--- config.mk ---
export PLATFORM = sky130hd
export DESIGN_NAME = nq_alu_seq
export DESIGN_NICKNAME = d
export VERILOG_FILES = /design/src/rtl/nq_alu_pkg.sv /design/src/rtl/nq_mul_iter.sv /design/src/rtl/nq_alu_seq.sv
export SDC_FILE = /design/constraint.sdc
export NUM_CORES = 1
export LEC_CHECK = 0
export ABC_CLOCK_PERIOD_IN_PS = 4650
export CORE_MARGIN = 10
export CORE_UTILIZATION = 56
export CTS_CLUSTER_SIZE = 14
export DETAILED_ROUTE_END_ITERATION = 10
export PLACE_DENSITY_LB_ADDON = 0.08
export SYNTH_ARGS = -nofsm -noshare
export SYNTH_HDL_FRONTEND = slang
export SYNTH_SLANG_ARGS = --single-unit
export TNS_END_PERCENT = 10
--- constraint.sdc ---
create_clock -name clk -period 4.65 [get_ports clk]
set_input_delay 0.465 -clock clk [delete_from_list [all_inputs] [get_ports clk]]
set_output_delay 0.465 -clock clk [all_outputs]
set_load 0.05 [all_outputs]
--- src/rtl/nq_alu_pkg.sv ---
// Shared opcode/funct codes, FSM state type and immediate helper for the NanoQuarter execute unit.
package nq_alu_pkg;

    localparam logic [1:0] OP_R = 2'b00;
    localparam logic [1:0] OP_I = 2'b01;

    localparam logic [4:0] C_NAND = 5'b00_000;
    localparam logic [4:0] C_XOR  = 5'b00_001;
    localparam logic [4:0] C_SLL  = 5'b00_010;
    localparam logic [4:0] C_SRL  = 5'b00_011;
    localparam logic [4:0] C_SRA  = 5'b00_100;
    localparam logic [4:0] C_ADD  = 5'b00_101;
    localparam logic [4:0] C_SUB  = 5'b00_110;
    localparam logic [4:0] C_MUL  = 5'b00_111;
    localparam logic [4:0] C_LUI  = 5'b01_000;
    localparam logic [4:0] C_LBI  = 5'b01_001;
    localparam logic [4:0] C_SUI  = 5'b01_010;
    localparam logic [4:0] C_SBI  = 5'b01_011;

    typedef enum logic [1:0] {
        ST_IDLE     = 2'd0,
        ST_MUL_BUSY = 2'd1,
        ST_DONE     = 2'd2
    } state_t;

    // Upper-half placement of the immediate (LUI/SUI); otherwise it lands in the low half.
    function automatic logic imm_upper(input logic [4:0] code);
        return (code == C_LUI) || (code == C_SUI);
    endfunction

endpackage

--- src/rtl/nq_mul_iter.sv ---
// Radix-2 shift-add multiplier: one multiplier bit per cycle, low WIDTH bits of the product.
module nq_mul_iter #(
    parameter int unsigned WIDTH = 16
) (
    input  logic             clk,
    input  logic             rst,
    input  logic             start,
    input  logic [WIDTH-1:0] a,
    input  logic [WIDTH-1:0] b,
    output logic             busy,
    output logic             done_c,
    output logic [WIDTH-1:0] product
);

    localparam int unsigned CW = $clog2(WIDTH);

    logic [WIDTH-1:0] mcand_q;
    logic [WIDTH-1:0] mplier_q;
    logic [CW-1:0]    cnt_q;

    // High during the final iteration, so the product is complete on the following edge.
    assign done_c = busy && (cnt_q == CW'(WIDTH - 1));

    always_ff @(posedge clk) begin
        if (rst) begin
            busy     <= 1'b0;
            cnt_q    <= '0;
            mcand_q  <= '0;
            mplier_q <= '0;
            product  <= '0;
        end else if (start) begin
            busy     <= 1'b1;
            cnt_q    <= '0;
            mcand_q  <= a;
            mplier_q <= b;
            product  <= '0;
        end else if (busy) begin
            if (mplier_q[0]) begin
                product <= product + mcand_q;
            end
            mcand_q  <= mcand_q << 1;
            mplier_q <= mplier_q >> 1;
            cnt_q    <= cnt_q + CW'(1);
            if (done_c) begin
                busy <= 1'b0;
            end
        end
    end

endmodule

--- src/rtl/nq_alu_seq.sv ---
// NanoQuarter execute unit: registered ALU with valid/ready on both sides.
// Define NQ_ALU_MUL_EN to build the multi-cycle MUL path; otherwise MUL decodes as illegal.
module nq_alu_seq
    import nq_alu_pkg::*;
#(
    parameter int unsigned WIDTH = 16,
    parameter int unsigned SHW   = 2,
    parameter int unsigned IMMW  = WIDTH / 2
) (
    input  logic             clk,
    input  logic             rst,
    input  logic             in_valid,
    output logic             in_ready,
    input  logic [1:0]       op,
    input  logic [2:0]       funct,
    input  logic [SHW-1:0]   shamt,
    input  logic [IMMW-1:0]  idata,
    input  logic [WIDTH-1:0] reg1data,
    input  logic [WIDTH-1:0] reg2data,
    output logic             out_valid,
    input  logic             out_ready,
    output logic [WIDTH-1:0] ALUout,
    output logic             illegal
);

    localparam int unsigned LW = $clog2(WIDTH);

    logic [4:0]       code_c;
    logic [LW-1:0]    samt_c;
    logic [WIDTH-1:0] rt_c;
    logic [WIDTH-1:0] res_c;
    logic             ill_c;
    logic             is_mul_c;
    logic             out_free_c;
    logic             accept_c;
    logic             mul_load_c;
    logic             load_c;
    logic [WIDTH-1:0] load_data_c;

    assign code_c     = {op, funct};
    assign samt_c     = reg2data[LW-1:0];
    assign out_free_c = !out_valid || out_ready;
    assign accept_c   = in_valid && in_ready;

    // Single-cycle decode and result formation.
    always_comb begin
        rt_c     = '0;
        res_c    = '0;
        ill_c    = 1'b0;
        is_mul_c = 1'b0;
        case (code_c)
            C_NAND: rt_c = ~(reg1data & reg2data);
            C_XOR:  rt_c = reg1data ^ reg2data;
            C_SLL:  rt_c = reg1data << samt_c;
            C_SRL:  rt_c = reg1data >> samt_c;
            C_SRA:  rt_c = WIDTH'($signed(reg1data) >>> samt_c);
            C_ADD:  rt_c = reg1data + reg2data;
            C_SUB:  rt_c = reg1data - reg2data;
`ifdef NQ_ALU_MUL_EN
            C_MUL:  is_mul_c = 1'b1;
`else
            C_MUL:  ill_c = 1'b1;
`endif
            C_LUI, C_LBI, C_SUI, C_SBI: begin
                res_c = imm_upper(code_c) ? WIDTH'({idata, {IMMW{1'b0}}})
                                          : WIDTH'({{IMMW{1'b0}}, idata});
            end
            default: ill_c = 1'b1;
        endcase
        if (op == OP_R) begin
            res_c = rt_c << shamt;
        end
    end

`ifdef NQ_ALU_MUL_EN
    state_t           state_q;
    state_t           state_d;
    logic             mul_start_c;
    logic             mul_busy;
    logic             mul_done_c;
    logic [WIDTH-1:0] mul_prod;
    logic [SHW-1:0]   mul_shamt_q;

    always_ff @(posedge clk) begin
        if (rst) begin
            state_q     <= ST_IDLE;
            mul_shamt_q <= '0;
        end else begin
            state_q <= state_d;
            if (mul_start_c) begin
                mul_shamt_q <= shamt;
            end
        end
    end

    // Issue side is held off for the whole MUL, including while a finished product waits in DONE.
    always_comb begin
        state_d     = state_q;
        in_ready    = 1'b0;
        mul_start_c = 1'b0;
        mul_load_c  = 1'b0;
        case (state_q)
            ST_IDLE: begin
                in_ready = out_free_c;
                if (in_valid && out_free_c && is_mul_c) begin
                    mul_start_c = 1'b1;
                    state_d     = ST_MUL_BUSY;
                end
            end
            ST_MUL_BUSY: begin
                if (mul_busy && mul_done_c) begin
                    state_d = ST_DONE;
                end
            end
            ST_DONE: begin
                if (out_free_c) begin
                    mul_load_c = 1'b1;
                    state_d    = ST_IDLE;
                end
            end
            default: state_d = ST_IDLE;
        endcase
    end

    nq_mul_iter #(.WIDTH(WIDTH)) u_mul (
        .clk     (clk),
        .rst     (rst),
        .start   (mul_start_c),
        .a       (reg1data),
        .b       (reg2data),
        .busy    (mul_busy),
        .done_c  (mul_done_c),
        .product (mul_prod)
    );

    assign load_data_c = mul_load_c ? (mul_prod << mul_shamt_q) : res_c;
`else
    assign in_ready    = out_free_c;
    assign mul_load_c  = 1'b0;
    assign load_data_c = res_c;
`endif

    assign load_c = (accept_c && !is_mul_c) || mul_load_c;

    // Output register: a new load takes priority over retiring the held result.
    always_ff @(posedge clk) begin
        if (rst) begin
            out_valid <= 1'b0;
            ALUout    <= '0;
            illegal   <= 1'b0;
        end else if (load_c) begin
            out_valid <= 1'b1;
            ALUout    <= load_data_c;
            illegal   <= ill_c && !mul_load_c;
        end else if (out_ready) begin
            out_valid <= 1'b0;
        end
    end

endmodule
# [After elaboration in Yosys (flattened, before gate mapping)]
# Cells that the tools add are included.
[classes] add_sub_neg=2 n_mul=0 n_div=0 n_lt_le_gt_ge=0 eq_ne=10 n_shift=4 muxes=7 bitwise=3 reduce_logical=9
[op_table] cell="$pmux 16 s7" count=1
[op_table] cell="$mux 16" count=3
[op_table] cell="$eq 5x4->1 const B" count=4
[op_table] cell="$add 16x16->16" count=1
[op_table] cell="$and 16x16->16" count=1
[op_table] cell="$not 16->16" count=1
[op_table] cell="$shl 16x2->16" count=1
[op_table] cell="$shl 16x4->16" count=1
[op_table] cell="$shr 16x4->16" count=1
[op_table] cell="$sshr 16x4->16" count=1
[op_table] cell="$sub 16x16->16" count=1
[op_table] cell="$xor 16x16->16" count=1
[op_table] cell="$eq 5x3->1 const B" count=3
[op_table] cell="$reduce_or 11->1" count=1
[op_table] cell="$eq 5x2->1 const B" count=2
[op_table] cell="$eq 5x1->1 const B" count=1
[op_table] cell="$logic_not 5->1" count=1
[op_table] cell="$reduce_or 4->1" count=1
[op_table] cell="$mux 1" count=3
[op_table] cell="$logic_not 2->1" count=1
[op_table] cell="$logic_or 1x1->1" count=2
[op_table] cell="$reduce_bool 2->1" count=1
[op_table] cell="$logic_and 1x1->1" count=1
[op_table] cell="$logic_not 1->1" count=1
[totals] reg_bits=18 latch_bits=0 mem_bits_rw=0 mem_bits_ro=0 output_inout_bits=19 mem_count=0

# [Longest topological paths before layout]
# Gate-level depths: netlist of run 1.
[logic_depth] word_depth=5 mapped_depth=18

# [Least setup slack after synthesis of run 1]
# Ideal clock, no wire load.
[synth_timing] kind="input to register" start="input op[1]" end="register ALUout[6]" setup_time_ns=0.142 arrival_time_ns=3.900 t_required_ns=4.508 setup_slack_ns=0.608 path_stages=16 path_buffers=3 path_cell_list="clkbuf_1 -> nor3_1 -> buf_2 -> nand3_1 -> clkbuf_1 -> nor2_1 -> a21oi_1 -> fa_1 -> a211oi_1 -> o21bai_1 -> a211o_1 -> and3_1 -> or4_1 -> mux2_2 -> a21oi_1 -> a311oi_1"
[synth_between] elab_chain_cells=5 word_cells_on_any_way=19 cone_classes="eq/ne (10); shift (1); mux (4); reduce/logical (4)"
[synth_lines] item="from (decl)" line="nq_alu_seq.sv:14" source="input logic [1:0] op,"
[synth_lines] item="branches (longest 4 deep; another with $pmux 16 s7)"
[synth_lines] item="$mux 16 (*)" line="nq_alu_seq.sv:70" source="if (op == OP_R) begin"
[synth_lines] item="to (signal assigned)" line="nq_alu_seq.sv:153" source="ALUout <= load_data_c;"
[synth_lines] item="to (decl)" line="nq_alu_seq.sv:22" source="output logic [WIDTH-1:0] ALUout,"
# Every way passes the cells marked *.
# A chain may end at the register's enable or synchronous reset.

# [Worst setup path after layout of run 1]
[layout_timing] start="input reg2data[2]" end="register ALUout[6]"
[layout_between] elab_chain_cells=5 word_cells_on_any_way=11 cone_classes="add/sub (2); shift (4); mux (2); bitwise (3)"
[layout_lines] item="from (decl)" line="nq_alu_seq.sv:19" source="input logic [WIDTH-1:0] reg2data,"
[layout_lines] item="branches (longest 2 deep; another with $sub 16x16->16)"
[layout_lines] item="$pmux 16 s7 (*)" line="nq_alu_seq.sv:51" source="case (code_c)"
[layout_lines] item="$shl 16x2->16 (*)" line="nq_alu_seq.sv:71" source="res_c = rt_c << shamt;"
[layout_lines] item="$mux 16 (*)" line="nq_alu_seq.sv:70"
# Marked as above.

==> flow_metrics.env, run 1 <==
export IMPL_status="completed"
export IMPL_design_final_nets=745
export IMPL_r2r_end="ALUout[15]"
export IMPL_floorplan_die_height_um=109
export IMPL_timing_reg2reg_setup_slack_ns=2.98
export IMPL_synth_warning_count=0
export IMPL_crit_path_max_fanout=40
export IMPL_finClkSkew_ns=0.00110
export IMPL_clock_tree_buffer_depth=2
export IMPL_critPathArrivalTime_ns=4.47
export IMPL_timing_critical_path_to_type="flop"
export IMPL_routed_via_count=5356
export IMPL_ys_dominant_reg_cell="sky130_fd_sc_hd__dfxtp_1"
export IMPL_p_int_w=0.000468
export IMPL_drt_first_iter_violations=496
export IMPL_critPathLaunch="reg2data[2]"
export IMPL_drv_max_cap_violation_count=0
export IMPL_power_density_nw_per_um2=161
export IMPL_crit_path_top_delay_cell="sky130_fd_sc_hd__or4_1"
export IMPL_swShare_pct=45.2
export IMPL_yosys_cell_count_top_type="sky130_fd_sc_hd__nor2_1"
export IMPL_multiInputGateArea_um2=3840
export IMPL_cts_htree_levels=1
export IMPL_cp_required_ns=4.76
export IMPL_critical_path_cell_chain="clkdlybuf4s50_1 > buf_4 > or2_2 > o21ai_0 > xnor2_1 > ha_1 > a211oi_1 > o21bai_1 > a211o_1 > and3_1 > or4_1 > mux2_2 > a21oi_1 > a311oi_1"
export IMPL_rr_startpoint="out_valid"
export IMPL_setup_worst_path_end="ALUout[6]"
export IMPL_number_of_global_route_vias_before_repair=5052
export IMPL_post_drt_via_cell_ratio=7.04
export IMPL_dp_hpwl_um=13400
export IMPL_critical_path_n_buffers_inverters=2
export IMPL_ys_seq_area_share_pct=8.15
export IMPL_setup_violations_final=0
export IMPL_seqCellArea_um2=360
export IMPL_power_frac_clock_pct=14.7
export IMPL_grt_antenna_before_repair=0
export IMPL_insertedDiodeCount=0
export IMPL_synth_async_reset_ratio_pct=0
export IMPL_insertion_delay_ns=0.25
export IMPL_final_cell_count_no_fill=761
export IMPL_synth_top_area_share_pct=10.2
export IMPL_pin_count_of_the_biggest_net_entering_global_routing=41
export IMPL_floorplan_core_area_um2=7690
export IMPL_timing_critical_path_from_type="input pin"
export IMPL_ir_worst_vdd_uv=84.7
export IMPL_layout_worst_path_cycle_share_pct=93.9
export IMPL_detail_route_antenna_nets=0
export IMPL_route_detailed_drc=0
export IMPL_drive_above_1_share_pct=11.7
export IMPL_floorplan_die_area_um2=11900
export IMPL_synth_fp_nets=686
export IMPL_synth_edff_count=0
export IMPL_tritoncts="done"
export IMPL_netlist_area_um2=4420
export IMPL_synthDistinctLibCells=73
export IMPL_gr_total_overflow=0
export IMPL_static_leakage_power_nw=2.05
export IMPL_initial_core_util_pct=57.5
export IMPL_detail_route_wirelength_um=17000
export IMPL_min_delay_path_class="flop to flop"
export IMPL_path_clk_slew_ns=0.06
export IMPL_p_comb_share_pct=65.3
export IMPL_reg2reg_depth=6
export IMPL_grt_usage_pct=28.1
export IMPL_area_growth_syn_to_layout_pct=20.2
export IMPL_timing_worst_setup_path_type="input pin to flop"
export IMPL_max_freq_mhz=229
export IMPL_synth_top_area_cell="sky130_fd_sc_hd__mux4_2"
export IMPL_final_min_clock_period_ns=4.37
export IMPL_unrepaired_setup_endpoints_after_global_routing="no"
export IMPL_post_cts_buffers=0
export IMPL_post_synthesis_cell_count=601
export IMPL_power_share_sequential_pct=20.0
export IMPL_switchingPower_w=0.000386
export IMPL_finalMaxSlewViolations=0
export IMPL_final_setup_tns_ns=0
export IMPL_tritoncts_num_buffers=3
export IMPL_cts_sinks=18
export IMPL_largest_cells_by_area_after_synthesis="sky130_fd_sc_hd__mux4_2 10%, sky130_fd_sc_hd__ha_1 9.3%, sky130_fd_sc_hd__dfxtp_1 8.1%"
export IMPL_port_buffers=69
export IMPL_finalHoldViolCount=0
export IMPL_maxSlewHeadroom_pct=17.0
export IMPL_synth_ff_latch_count=18
export IMPL_synthesis_area_per_instance_um2=7.36
export IMPL_clock_tree_root_cell="sky130_fd_sc_hd__clkbuf_8"
export IMPL_timing_worst_slew_pin_value_ns=1.23
export IMPL_timing_critical_path_depth=14
export IMPL_synth_commonest_cells="78 x sky130_fd_sc_hd__nor2_1, 47 x sky130_fd_sc_hd__nand2_1, 43 x sky130_fd_sc_hd__nand3_1, 33 x sky130_fd_sc_hd__a21oi_1, 33 x sky130_fd_sc_hd__ha_1"
export IMPL_global_route_wire_length_before_repair_um=27100
export IMPL_ioPinCount=70
export IMPL_cpLargestDelayFamily="compound AO/OA/AOI/OAI gates"
export IMPL_wire_per_inst_um=22.4
export IMPL_gp_routability_congestion=1.01
export IMPL_crit_path_max_incr_delay_ns=0.60
export IMPL_count_of_fill_cells_added_during_filler_insertion=682
export IMPL_chipWidth_um=109
export IMPL_num_rows=32
export IMPL_dp_cells=757
export IMPL_drtPass1Iterations=7
==> cells by family after synthesis <==
| group | count (synthesis) | synth area share [%] |
|---|---|---|
| adder cells (fa/ha/maj) | 34 | 9.79 |
| flip-flops | 18 | 8.15 |
| buffers and inverters | 55 | 5.23 |
| multiplexers | 50 | 17.3 |
| XOR/XNOR | 18 | 3.56 |
| AND/OR/NAND/NOR | 246 | 27.1 |
| AO/OA/AOI/OAI | 180 | 28.9 |
==> stage by stage <==
| step | util, % | power [W] | area (um2) | hold slack [ns] | setup WS, ns |
|---|---|---|---|---|---|
| global placement | 68.3 | 0.000703 | 5250 | 0.480 | 0.116 |
| global route | 69.1 | 0.000902 | 5320 | 0.529 | 0.0517 |
| finish | 69.1 | 0.000854 | 5320 | 0.496 | 0.281 |
| CTS | 69.0 | 0.000840 | 5300 | 0.499 | 0.293 |
| detailed placement | 68.3 | 0.000715 | 5250 | 0.490 | 0.0601 |
| floorplan | - | 0.000525 | 4420 | 0.594 | 0.608 |
==> area by class of cell <==
cell class | count | share of cell area (%)
Tap cell | 102 | 2.40
Multi-Input combinational cell | 528 | 72.3
Timing Repair Buffer | 94 | 16.4
Clock buffer | 4 | 1.04
Sequential cell | 18 | 6.78
Inverter | 15 | 1.06
==> layer usage <==
metal	vias to the layer above	global-route usage, %	part of all wire (%)	wire (um)
met5	-	0	0	0
met1	2455	35.1	39	6570
met4	0	11.0	3.8	652
met3	70	5.55	12	2000
li1	2460	-	-	-
met2	371	46.5	46	7790
==> power by group through the flow <==
| stage | combinational, W | sequential, W | clock (W) |
|---|---|---|---|
| final | 0.000558 | 0.000171 | 0.000125 |
| after global routing | 0.000598 | 0.000172 | 0.000131 |
| after CTS | 0.000543 | 0.000171 | 0.000125 |
| after detailed placement | 0.000541 | 0.000175 | 0 |
| after global placement | 0.000529 | 0.000174 | 0 |
| after floorplan | 0.000311 | 0.000214 | 0 |
==> worst min path at each step <==
stage,endpoint,cells past startpoint,from
after floorplan,out_valid,2,in_valid
after global placement,illegal,2,illegal
after detailed placement,ALUout[11],2,ALUout[11]
after CTS,ALUout[11],2,ALUout[11]
after global routing,ALUout[11],2,ALUout[11]
final,ALUout[3],2,ALUout[3]
==> registers in the layout, summed over array words and instances, names as in the netlist <==
name	cells
illegal	1
out_valid	1
ALUout	16
==> worst min-delay path, stage by stage, from the launching register on <==
cell and delay [ns]:
sky130_fd_sc_hd__dfxtp_1 0.31, sky130_fd_sc_hd__nor2_1 0.09, sky130_fd_sc_hd__a311oi_1 0.05
==> cells in the final DEF (no fill, tap or decap), types with 11 or more instances in the layout <==
cell type	Yosys	layout
sky130_fd_sc_hd__nor2_1	78	78
sky130_fd_sc_hd__clkdlybuf4s50_1	0	68
sky130_fd_sc_hd__nand2_1	47	47
sky130_fd_sc_hd__nand3_1	43	43
sky130_fd_sc_hd__a21oi_1	33	33
sky130_fd_sc_hd__ha_1	33	33
sky130_fd_sc_hd__buf_4	2	25
sky130_fd_sc_hd__o21ai_0	22	21
sky130_fd_sc_hd__mux4_2	20	20
sky130_fd_sc_hd__a211oi_1	19	19
sky130_fd_sc_hd__dfxtp_1	18	18
sky130_fd_sc_hd__nor3_1	17	17
sky130_fd_sc_hd__mux2i_1	17	17
sky130_fd_sc_hd__inv_1	14	14
sky130_fd_sc_hd__mux2_2	13	13
sky130_fd_sc_hd__o211ai_1	12	12
sky130_fd_sc_hd__a31oi_1	13	12
sky130_fd_sc_hd__xor2_1	11	11
==> repair_timing <==
item	4_1_cts	5_1_grt
gates resized for setup	0	3
hold buffers	0	0
endpoints found under the setup margin	0	2
(Power assumes the default switching activity.)
==> run 2, diff against run 1 <==
--- a/config.mk
+++ b/config.mk
@@ -6,7 +6,7 @@
 export NUM_CORES = 1
 export LEC_CHECK = 0
-export ABC_CLOCK_PERIOD_IN_PS = 4650
+export ABC_CLOCK_PERIOD_IN_PS = 3680
 export CORE_MARGIN = 10
-export CORE_UTILIZATION = 56
+export CORE_UTILIZATION = 51
 export CTS_CLUSTER_SIZE = 14
 export DETAILED_ROUTE_END_ITERATION = 10
==> constraint.sdc (replaced) <==
create_clock -name clk -period 3.68 [get_ports clk]
set_input_delay 0.736 -clock clk [delete_from_list [all_inputs] [get_ports clk]]
set_output_delay 0.736 -clock clk [all_outputs]
set_load 0.05 [all_outputs]
==> run 2 against run 1 <==
Effect of this change: the run now ends with negative setup slack left; register-to-register slack got worse by 1.0 ns; clock power rose by 32%; routed wire length rose by 7.7%; worst setup slack got worse by 0.83 ns; flip-flop and latch count did not move; clock skew barely moved; combinational power rose by 50%; design area rose by 18%; first-iteration DRC count rose by 29%; sequential share of layout area fell by 1.0 points; global-route usage fell by 0.66 points; count of clock-buffer cells in the layout did not move; critical endpoint is now ALUout[15].
==> flow_metrics.env, run 2 (synthesis results as in run 1) <==
export IMPL_status="finished with violations"
export IMPL_failed_checks="negative setup slack"
export IMPL_timing_worst_slew_pin_value_ns=0.692
export IMPL_post_drt_via_cell_ratio=6.62
export IMPL_port_buffers=69
export IMPL_route_detailed_drc=0
export IMPL_floorplan_die_height_um=113
export IMPL_drtPass1Iterations=8
export IMPL_final_critical_path_setup_slack_ns=-0.545
export IMPL_finalHoldViolCount=0
export IMPL_wire_per_inst_um=21.0
export IMPL_final_cell_count_no_fill=872
export IMPL_cts_sinks=18
export IMPL_number_of_global_route_vias_before_repair=5594
export IMPL_routed_via_count=5773
export IMPL_maxSlewHeadroom_pct=53.8
export IMPL_layout_worst_path_cycle_share_pct=115
export IMPL_timing_critical_path_to_type="flop"
export IMPL_final_min_clock_period_ns=4.22
export IMPL_max_freq_mhz=237
export IMPL_initial_core_util_pct=53.0
export IMPL_dp_hpwl_um=14600
export IMPL_gp_routability_congestion=1.01
export IMPL_pin_count_of_the_biggest_net_entering_global_routing=40
export IMPL_dp_cells=863
export IMPL_finalMaxSlewViolations=0
export IMPL_unrepaired_setup_endpoints_after_global_routing="yes"
export IMPL_floorplan_core_area_um2=8340
export IMPL_path_clk_slew_ns=0.07
export IMPL_clock_tree_root_cell="sky130_fd_sc_hd__clkbuf_8"
export IMPL_layout_top_registers="ALUout (16), illegal (1), out_valid (1)"
export IMPL_clock_tree_buffer_depth=2
export IMPL_crit_path_max_fanout=3
export IMPL_ioPinCount=70
export IMPL_power_density_nw_per_um2=194
export IMPL_design_final_nets=853
export IMPL_floorplan_die_area_um2=12800
export IMPL_global_route_wire_length_before_repair_um=29400
export IMPL_largest_register_ffs=16
export IMPL_area_growth_syn_to_layout_pct=41.4
export IMPL_cp_required_ns=3.80
export IMPL_finClkSkew_ns=0.00116
export IMPL_layout_cells_most_common="sky130_fd_sc_hd__buf_4"
export IMPL_tritoncts="done"
export IMPL_min_delay_path_class="flop to flop"
export IMPL_insertion_delay_ns=0.26
export IMPL_tritoncts_num_buffers=3
export IMPL_cts_htree_levels=1
export IMPL_grt_antenna_before_repair=0
export IMPL_most_common_layout_cells="132 x sky130_fd_sc_hd__buf_4, 76 x sky130_fd_sc_hd__nor2_1, 61 x sky130_fd_sc_hd__clkdlybuf4s50_1"
export IMPL_drive_above_1_share_pct=27.4
export IMPL_timing_worst_setup_path_type="input pin to flop"
export IMPL_postLayoutCoreUtil_pct=75.0
export IMPL_insertedDiodeCount=0
export IMPL_detail_route_wirelength_um=18300
export IMPL_post_placement_worst_setup_slack_ns=-1.14
export IMPL_drv_max_cap_violation_count=0
export IMPL_ir_worst_vdd_uv=126
export IMPL_gr_total_overflow=0
export IMPL_setup_violations_final=10
export IMPL_drt_first_iter_violations=639
export IMPL_detail_route_antenna_nets=0
export IMPL_timing_critical_path_from_type="input pin"
export IMPL_chipWidth_um=113
export IMPL_num_rows=33
export IMPL_critPathArrivalTime_ns=4.34
export IMPL_static_leakage_power_nw=2.61
export IMPL_grt_usage_pct=27.5
export IMPL_largest_register="ALUout"
-- run 2: changes by cell type in the layout (fill, tap and decap cells not counted), moves of 2 or more --
cell                              delta
sky130_fd_sc_hd__a211oi_1            -2
sky130_fd_sc_hd__a211oi_2            +2
sky130_fd_sc_hd__a31oi_1             -2
sky130_fd_sc_hd__buf_4             +107
sky130_fd_sc_hd__clkdlybuf4s50_1     -7
sky130_fd_sc_hd__dlygate4sd2_1       +3
sky130_fd_sc_hd__nand3_1             -4
sky130_fd_sc_hd__nand3_2             +4
sky130_fd_sc_hd__nor2_1              -2
sky130_fd_sc_hd__nor2_2              +2
sky130_fd_sc_hd__o21ai_0             -2
-- run 2: where the power goes --
| group | internal [W] | total [W] | switching [W] |
|---|---|---|---|
| Combinational | 0.000383 | 0.000835 | 0.000452 |
| Clock | 0.0000953 | 0.000165 | 0.0000699 |
| Sequential | 0.000209 | 0.000216 | 0.00000675 |
-- run 2: worst max-delay path, stage by stage --
cell and delay [ns]:
sky130_fd_sc_hd__buf_8 0.10, sky130_fd_sc_hd__or4_4 0.56, sky130_fd_sc_hd__or4_4 0.48, sky130_fd_sc_hd__or2_4 0.28
sky130_fd_sc_hd__o21ai_2 0.12, sky130_fd_sc_hd__xor2_1 0.15, sky130_fd_sc_hd__ha_1 0.25, sky130_fd_sc_hd__a21o_1 0.17
sky130_fd_sc_hd__a2111o_1 0.44, sky130_fd_sc_hd__a21o_1 0.22, sky130_fd_sc_hd__a31oi_2 0.19, sky130_fd_sc_hd__nor3_1 0.08
sky130_fd_sc_hd__a2111oi_2 0.42, sky130_fd_sc_hd__a311oi_2 0.14
-- run 2: worst paths after layout --
path / start / endpoint / slack (ns) / cells past startpoint
min reg2reg: illegal / illegal / 0.49 / 2
min: illegal / illegal / 0.49 / 2
max: reg2data[0] / ALUout[15] / -0.54 / 14
max reg2reg: out_valid / ALUout[15] / 1.98 / 6
-- run 2: layout make-up --
type | count | area [um2]
clock buffer | 4 | 55.1
multi-input combinational | 528 | 3960
sequential | 18 | 360
inverter | 15 | 56.3
tap | 105 | 131
timing repair buffer | 202 | 1690
fill | 663 | 2090
-- run 2: layer usage --
metal,vias up,share of wire [%],global-route usage [%]
met5,-,0,0
met4,0,5.2,13.0
met3,79,10,5.65
met2,382,46,45.1
met1,2643,39,33.5
li1,2669,-,-
-- run 2: repair_timing --
item	CTS	global route
setup endpoints to repair	12	14
setup buffers	3	2
hold buffers	0	0
gates resized for setup	27	16
pin swaps	21	15
-- run 2: stage by stage --
step | cell area (um2) | setup TNS, ns | hold slack (ns) | total power (W)
finish | 6250 | -3.72 | 0.492 | 0.00122
global route | 6250 | -4.95 | 0.515 | 0.00128
CTS | 6170 | -3.94 | 0.496 | 0.00118
detailed placement | 6050 | -10.30 | 0.483 | 0.00101
global placement | 6050 | -9.02 | 0.482 | 0.000991
floorplan | 4450 | -2.52 | 0.703 | 0.000667
==> run 3, diff against run 2 <==
Settings changed: CORE_MARGIN 10 to 1, CORE_UTILIZATION 51 to 45, PLACE_DENSITY set to 0.71, PLACE_DENSITY_LB_ADDON 0.08 to not set.
==> run 3 against run 2 <==
Effect of this change: the flow still finishes with violations (negative setup slack); critical path type unchanged; cell count is 4.6% higher; clock power is 18% lower; core utilization is 6.8 points lower; worst setup slack worse by 0.011 ns; critical endpoint is now ALUout[14]; worst hold slack better by 0.0014 ns; die area is 20% lower.
==> flow_metrics.env, run 3 (synthesis results as in run 1) <==
export IMPL_max_freq_mhz=236
export IMPL_cts_htree_levels=1
export IMPL_failed_checks="negative setup slack"
export IMPL_post_drt_via_cell_ratio=6.38
export IMPL_status="finished with violations"
export IMPL_largest_register_ffs=16
export IMPL_placedInstanceArea_um2=6210
export IMPL_final_critical_path_setup_slack_ns=-0.556
export IMPL_critical_path_cell_chain="buf_6 > or4_4 > or4_4 > or2_4 > o21ai_2 > xor2_1 > ha_1 > a21o_1 > a2111o_1 > a31oi_1 > mux2i_1 > buf_4 > a211o_1 > o211ai_1 > a311oi_1"
export IMPL_critPathArrivalTime_ns=4.40
export IMPL_port_buffers=69
export IMPL_tritoncts="done"
export IMPL_swShare_pct=43.7
export IMPL_most_common_layout_cells="149 x sky130_fd_sc_hd__buf_4, 75 x sky130_fd_sc_hd__nor2_1, 60 x sky130_fd_sc_hd__clkdlybuf4s50_1"
export IMPL_gr_total_overflow=0
export IMPL_layout_cells_most_common="sky130_fd_sc_hd__buf_4"
export IMPL_final_min_clock_period_ns=4.24
export IMPL_number_of_global_route_vias_before_repair=5517
export IMPL_drive_above_1_share_pct=29.0
export IMPL_clock_tree_root_cell="sky130_fd_sc_hd__clkbuf_8"
export IMPL_timing_critical_path_depth=15
export IMPL_static_leakage_power_nw=2.68
export IMPL_drtPass1Iterations=5
export IMPL_timing_worst_slew_pin_value_ns=0.710
export IMPL_setup_violations_final=10
export IMPL_finalMaxSlewViolations=0
export IMPL_critical_path_n_buffers_inverters=2
export IMPL_power_density_nw_per_um2=189
export IMPL_cpLargestDelayFamily="compound AO/OA/AOI/OAI gates"
export IMPL_power_frac_clock_pct=11.2
export IMPL_clock_tree_buffer_depth=2
export IMPL_timing_worst_setup_path_type="input pin to flop"
export IMPL_hold_depth=2
export IMPL_dp_cells=904
export IMPL_crit_path_max_incr_delay_ns=0.56
export IMPL_min_delay_path_class="flop to flop"
export IMPL_chipWidth_um=101
export IMPL_initial_core_util_pct=47.2
export IMPL_num_rows=35
export IMPL_power_w=0.00121
export IMPL_routed_via_count=5816
export IMPL_drt_first_iter_violations=412
export IMPL_ioPinCount=70
export IMPL_largest_register="ALUout"
export IMPL_global_route_wire_length_before_repair_um=29100
export IMPL_timing_critical_path_to_type="flop"
export IMPL_cp_required_ns=3.84
export IMPL_unrepaired_setup_endpoints_after_global_routing="yes"
export IMPL_maxSlewHeadroom_pct=52.5
export IMPL_layout_cell_area_non_filler_um2=6390
export IMPL_pin_count_of_the_biggest_net_entering_global_routing=38
export IMPL_rr_startpoint="out_valid"
export IMPL_detail_route_wirelength_um=18700
export IMPL_wire_per_inst_um=20.5
export IMPL_hold_end="illegal"
export IMPL_timing_critical_path_from_type="input pin"
export IMPL_switchingPower_w=0.000529
export IMPL_floorplan_die_area_um2=10200
export IMPL_reg2reg_depth=5
export IMPL_tritoncts_num_buffers=3
export IMPL_grt_antenna_before_repair=0
export IMPL_path_clk_slew_ns=0.06
export IMPL_area_growth_syn_to_layout_pct=44.4
export IMPL_power_share_sequential_pct=17.9
export IMPL_finClkSkew_ns=0.00622
export IMPL_insertedDiodeCount=0
export IMPL_design_final_nets=870
export IMPL_insertion_delay_ns=0.26
export IMPL_final_setup_tns_ns=-3.10
export IMPL_crit_path_top_delay_cell="sky130_fd_sc_hd__or4_4"
export IMPL_r2r_end="ALUout[12]"
export IMPL_floorplan_die_height_um=101
export IMPL_floorplan_core_area_um2=9370
export IMPL_p_comb_share_pct=70.9
export IMPL_cts_sinks=18
export IMPL_final_cell_count_no_fill=912
export IMPL_layout_worst_path_cycle_share_pct=115
export IMPL_layout_top_registers="ALUout (16), illegal (1), out_valid (1)"
export IMPL_crit_path_max_fanout=3
export IMPL_timing_reg2reg_setup_slack_ns=2.21
export IMPL_whs_ns=0.494
export IMPL_drv_max_cap_violation_count=0
export IMPL_grt_usage_pct=36.7
export IMPL_dp_hpwl_um=14900
export IMPL_ir_worst_vdd_uv=134
export IMPL_timing_hold_worst_start="illegal"
export IMPL_critical_path_most_common_cell="sky130_fd_sc_hd__or4_4"
export IMPL_route_detailed_drc=0
export IMPL_gp_routability_congestion=0.946
export IMPL_p_int_w=0.000680
export IMPL_detail_route_antenna_nets=0
export IMPL_finalHoldViolCount=0
-- run 3: cell count changes in the layout (fill, tap and decap cells not counted), sizes merged --
cell | previous run | this run
buf | 136 | 153
clkdlybuf4s50 | 61 | 60
dlygate4sd2 | 3 | 4
dlymetal6s2s | 1 | 0
-- run 3: worst max path at each step --
stage / startpoint / endpoint / slack, ns
after detailed placement: reg2data[2] / ALUout[15] / -1.06
after global routing: reg2data[1] / ALUout[14] / -0.70
final: reg2data[1] / ALUout[14] / -0.56
after CTS: reg2data[0] / ALUout[15] / -0.56
after floorplan: reg2data[0] / ALUout[15] / -0.44
after global placement: reg2data[2] / ALUout[15] / -1.03
-- run 3: layout make-up --
cell class | count | area (um2)
Multi-Input combinational cell | 528 | 3950
Fill cell | 841 | 2990
Timing Repair Buffer | 219 | 1820
Sequential cell | 18 | 360
Tap cell | 129 | 161
Inverter | 15 | 56.3
Clock buffer | 3 | 41.3
-- run 3: stage by stage --
step,utilization [%],setup WS (ns)
6_report,68.1,-0.556
3_3_place_gp,66.2,-1.03
5_1_grt,68.1,-0.704
2_1_floorplan,-,-0.435
4_1_cts,67.3,-0.561
3_5_place_dp,66.2,-1.06
-- run 3: worst min-delay path, stage by stage, from the launching register on --
cell and delay [ns]:
sky130_fd_sc_hd__dfxtp_1 0.31, sky130_fd_sc_hd__nor2_1 0.09, sky130_fd_sc_hd__nor3_1 0.05
-- run 3: power by group through the flow --
stage	Sequential, W	Combinational, W	Clock, W
floorplan	0.000270	0.000397	0
global placement	0.000220	0.000791	0
detailed placement	0.000221	0.000804	0
CTS	0.000217	0.000823	0.000132
global route	0.000218	0.000916	0.000139
finish	0.000217	0.000857	0.000135
-- run 3: metal layers --
| metal | vias to the layer above | wire length, um | global-route usage [%] |
|---|---|---|---|
| met1 | 2723 | 7690 | 48.0 |
| met4 | 0 | 936 | 16.6 |
| li1 | 2702 | - | - |
| met5 | - | 0 | 0 |
| met3 | 69 | 1620 | 4.69 |
| met2 | 322 | 8430 | 60.3 |
-- run 3: what timing repair did --
item | CTS | global route
endpoints found under the hold margin | 0 | 0
hold buffers | 0 | 0
buffers inserted | 4 | 1
setup endpoints to repair | 12 | 12
pin swaps | 23 | 14
resized for setup | 28 | 19
==> RTL change (flow settings as in run 3) <==
The option `NQ_ALU_MUL_EN` is turned on by a define.
--- a/src/rtl/nq_alu_seq.sv
+++ b/src/rtl/nq_alu_seq.sv
@@ -1,5 +1,7 @@
 // NanoQuarter execute unit: registered ALU with valid/ready on both sides.
 // Define NQ_ALU_MUL_EN to build the multi-cycle MUL path; otherwise MUL decodes as illegal.
+`define NQ_ALU_MUL_EN
+
 module nq_alu_seq
     import nq_alu_pkg::*;
 #(
Formal check against the unedited RTL: not equivalent (a bounded check fails within 4 cycles, from zero or initial values and one cycle with rst high).
==> RTL change against run 3 <==
  * Power grew 120%
  * Final area grew 62%
  * Critical path depth shrank 4
  * Sequential cell count grew 57
  * Synthesized area grew 81%
  * Worst setup slack gained 0.69 ns
  * Wire length grew 56%
  * Utilization shrank 8.5 points
  * Combinational power grew 8.2%
  * Largest power group unchanged
==> RTL change: results (changes against run 3) <==
grt met1 use=43.1% (was 48.0%); Syn Nets=1060 (was 686); placed cells=1319 (was 904); DRT Pass-1 Iters=6 (was 5); Worst Hold End=u_mul.mplier_q[15] (was illegal); status=finished clean (was finished with violations); Leakage=4.08 nW (was 2.68 nW); CP Launch Point=reg2data[9] (was reg2data[1]); met2 wire length=12.5 mm (was 8.43 mm); synth top area cells=dfxtp_1 19%, mux2i_1 8.9%, ha_1 7.7% (was mux4_2 10%, ha_1 9.3%, dfxtp_1 8.1%); post-synth top area share=18.8% (was 10.2%); CP max stage delay=0.51 ns (was 0.56 ns); Num CTS Buffers=9 (was 3); R2R Setup Slk=0.90 ns (was 2.21 ns); DR iter-0 viols=1028 (was 412); M3 GR Usage=5.84% (was 4.69%); Root Buffer=clkbuf_16 (was clkbuf_8); Placer Congestion=1.07 (was 0.946); first-pass GRT wire length=44.9 mm (was 29.1 mm); post-synthesis mux area share=19.5% (was 17.3%); vias per std cell=6.40 (was 6.38); Compound-Gate Fraction of Synth Area=25.7% (was 28.9%); routed length on met3=2.31 mm (was 1.62 mm); slowest cell on the critical path=clkdlybuf4s50_1 (was or4_4); reg2reg end=u_mul.product[14] (was ALUout[12]); maximum vdd drop=0.000265 V (was 0.000134 V); Unique masters post-synth=86 (was 73); H-Tree Level Count=3 (was 1); Syn Area/Cell=8.34 µm² (was 7.36 µm²); Worst Reg2Reg Path Length in Cells=11 (was 5); Worst setup endpoint=ALUout[13] (was ALUout[14]); post-synthesis xor/xnor area fraction=4.06% (was 3.56%); Clock Latency Late Sink=0.35 ns (was 0.26 ns); Reg2Reg Launch Point=u_mul.product[0] (was out_valid); switching share of power=35.1% (was 43.7%); GRT Total Usage=32.4% (was 36.7%); clock skew=0.00664 ns (was 0.00622 ns)
## RTL change: timing repair
item,CTS,global route
endpoints found under the setup margin,12,11
gates cloned,0,0
gates resized for setup,32,30
endpoints found under the hold margin,0,0
setup buffers,5,6
pin swaps,18,18
## RTL change: layout make-up
cell class,count,area share [%]
diodes,1,0.0243
inverters,13,0.473
well taps,225,2.73
flip-flops and latches,75,14.6
repair buffers,217,17.6
clock buffers,9,2.18
clock inverters,7,0.631
multi-input cells,800,61.8
## RTL change: power by group through the flow
| stage | clock [mW] | combinational (mW) | sequential [mW] |
|---|---|---|---|
| global placement | 0 | 0.858 | 0.862 |
| CTS | 0.890 | 0.892 | 0.844 |
| global route | 0.929 | 0.985 | 0.845 |
| finish | 0.882 | 0.927 | 0.845 |
| floorplan | 0 | 0.453 | 0.905 |
| detailed placement | 0 | 0.860 | 0.862 |
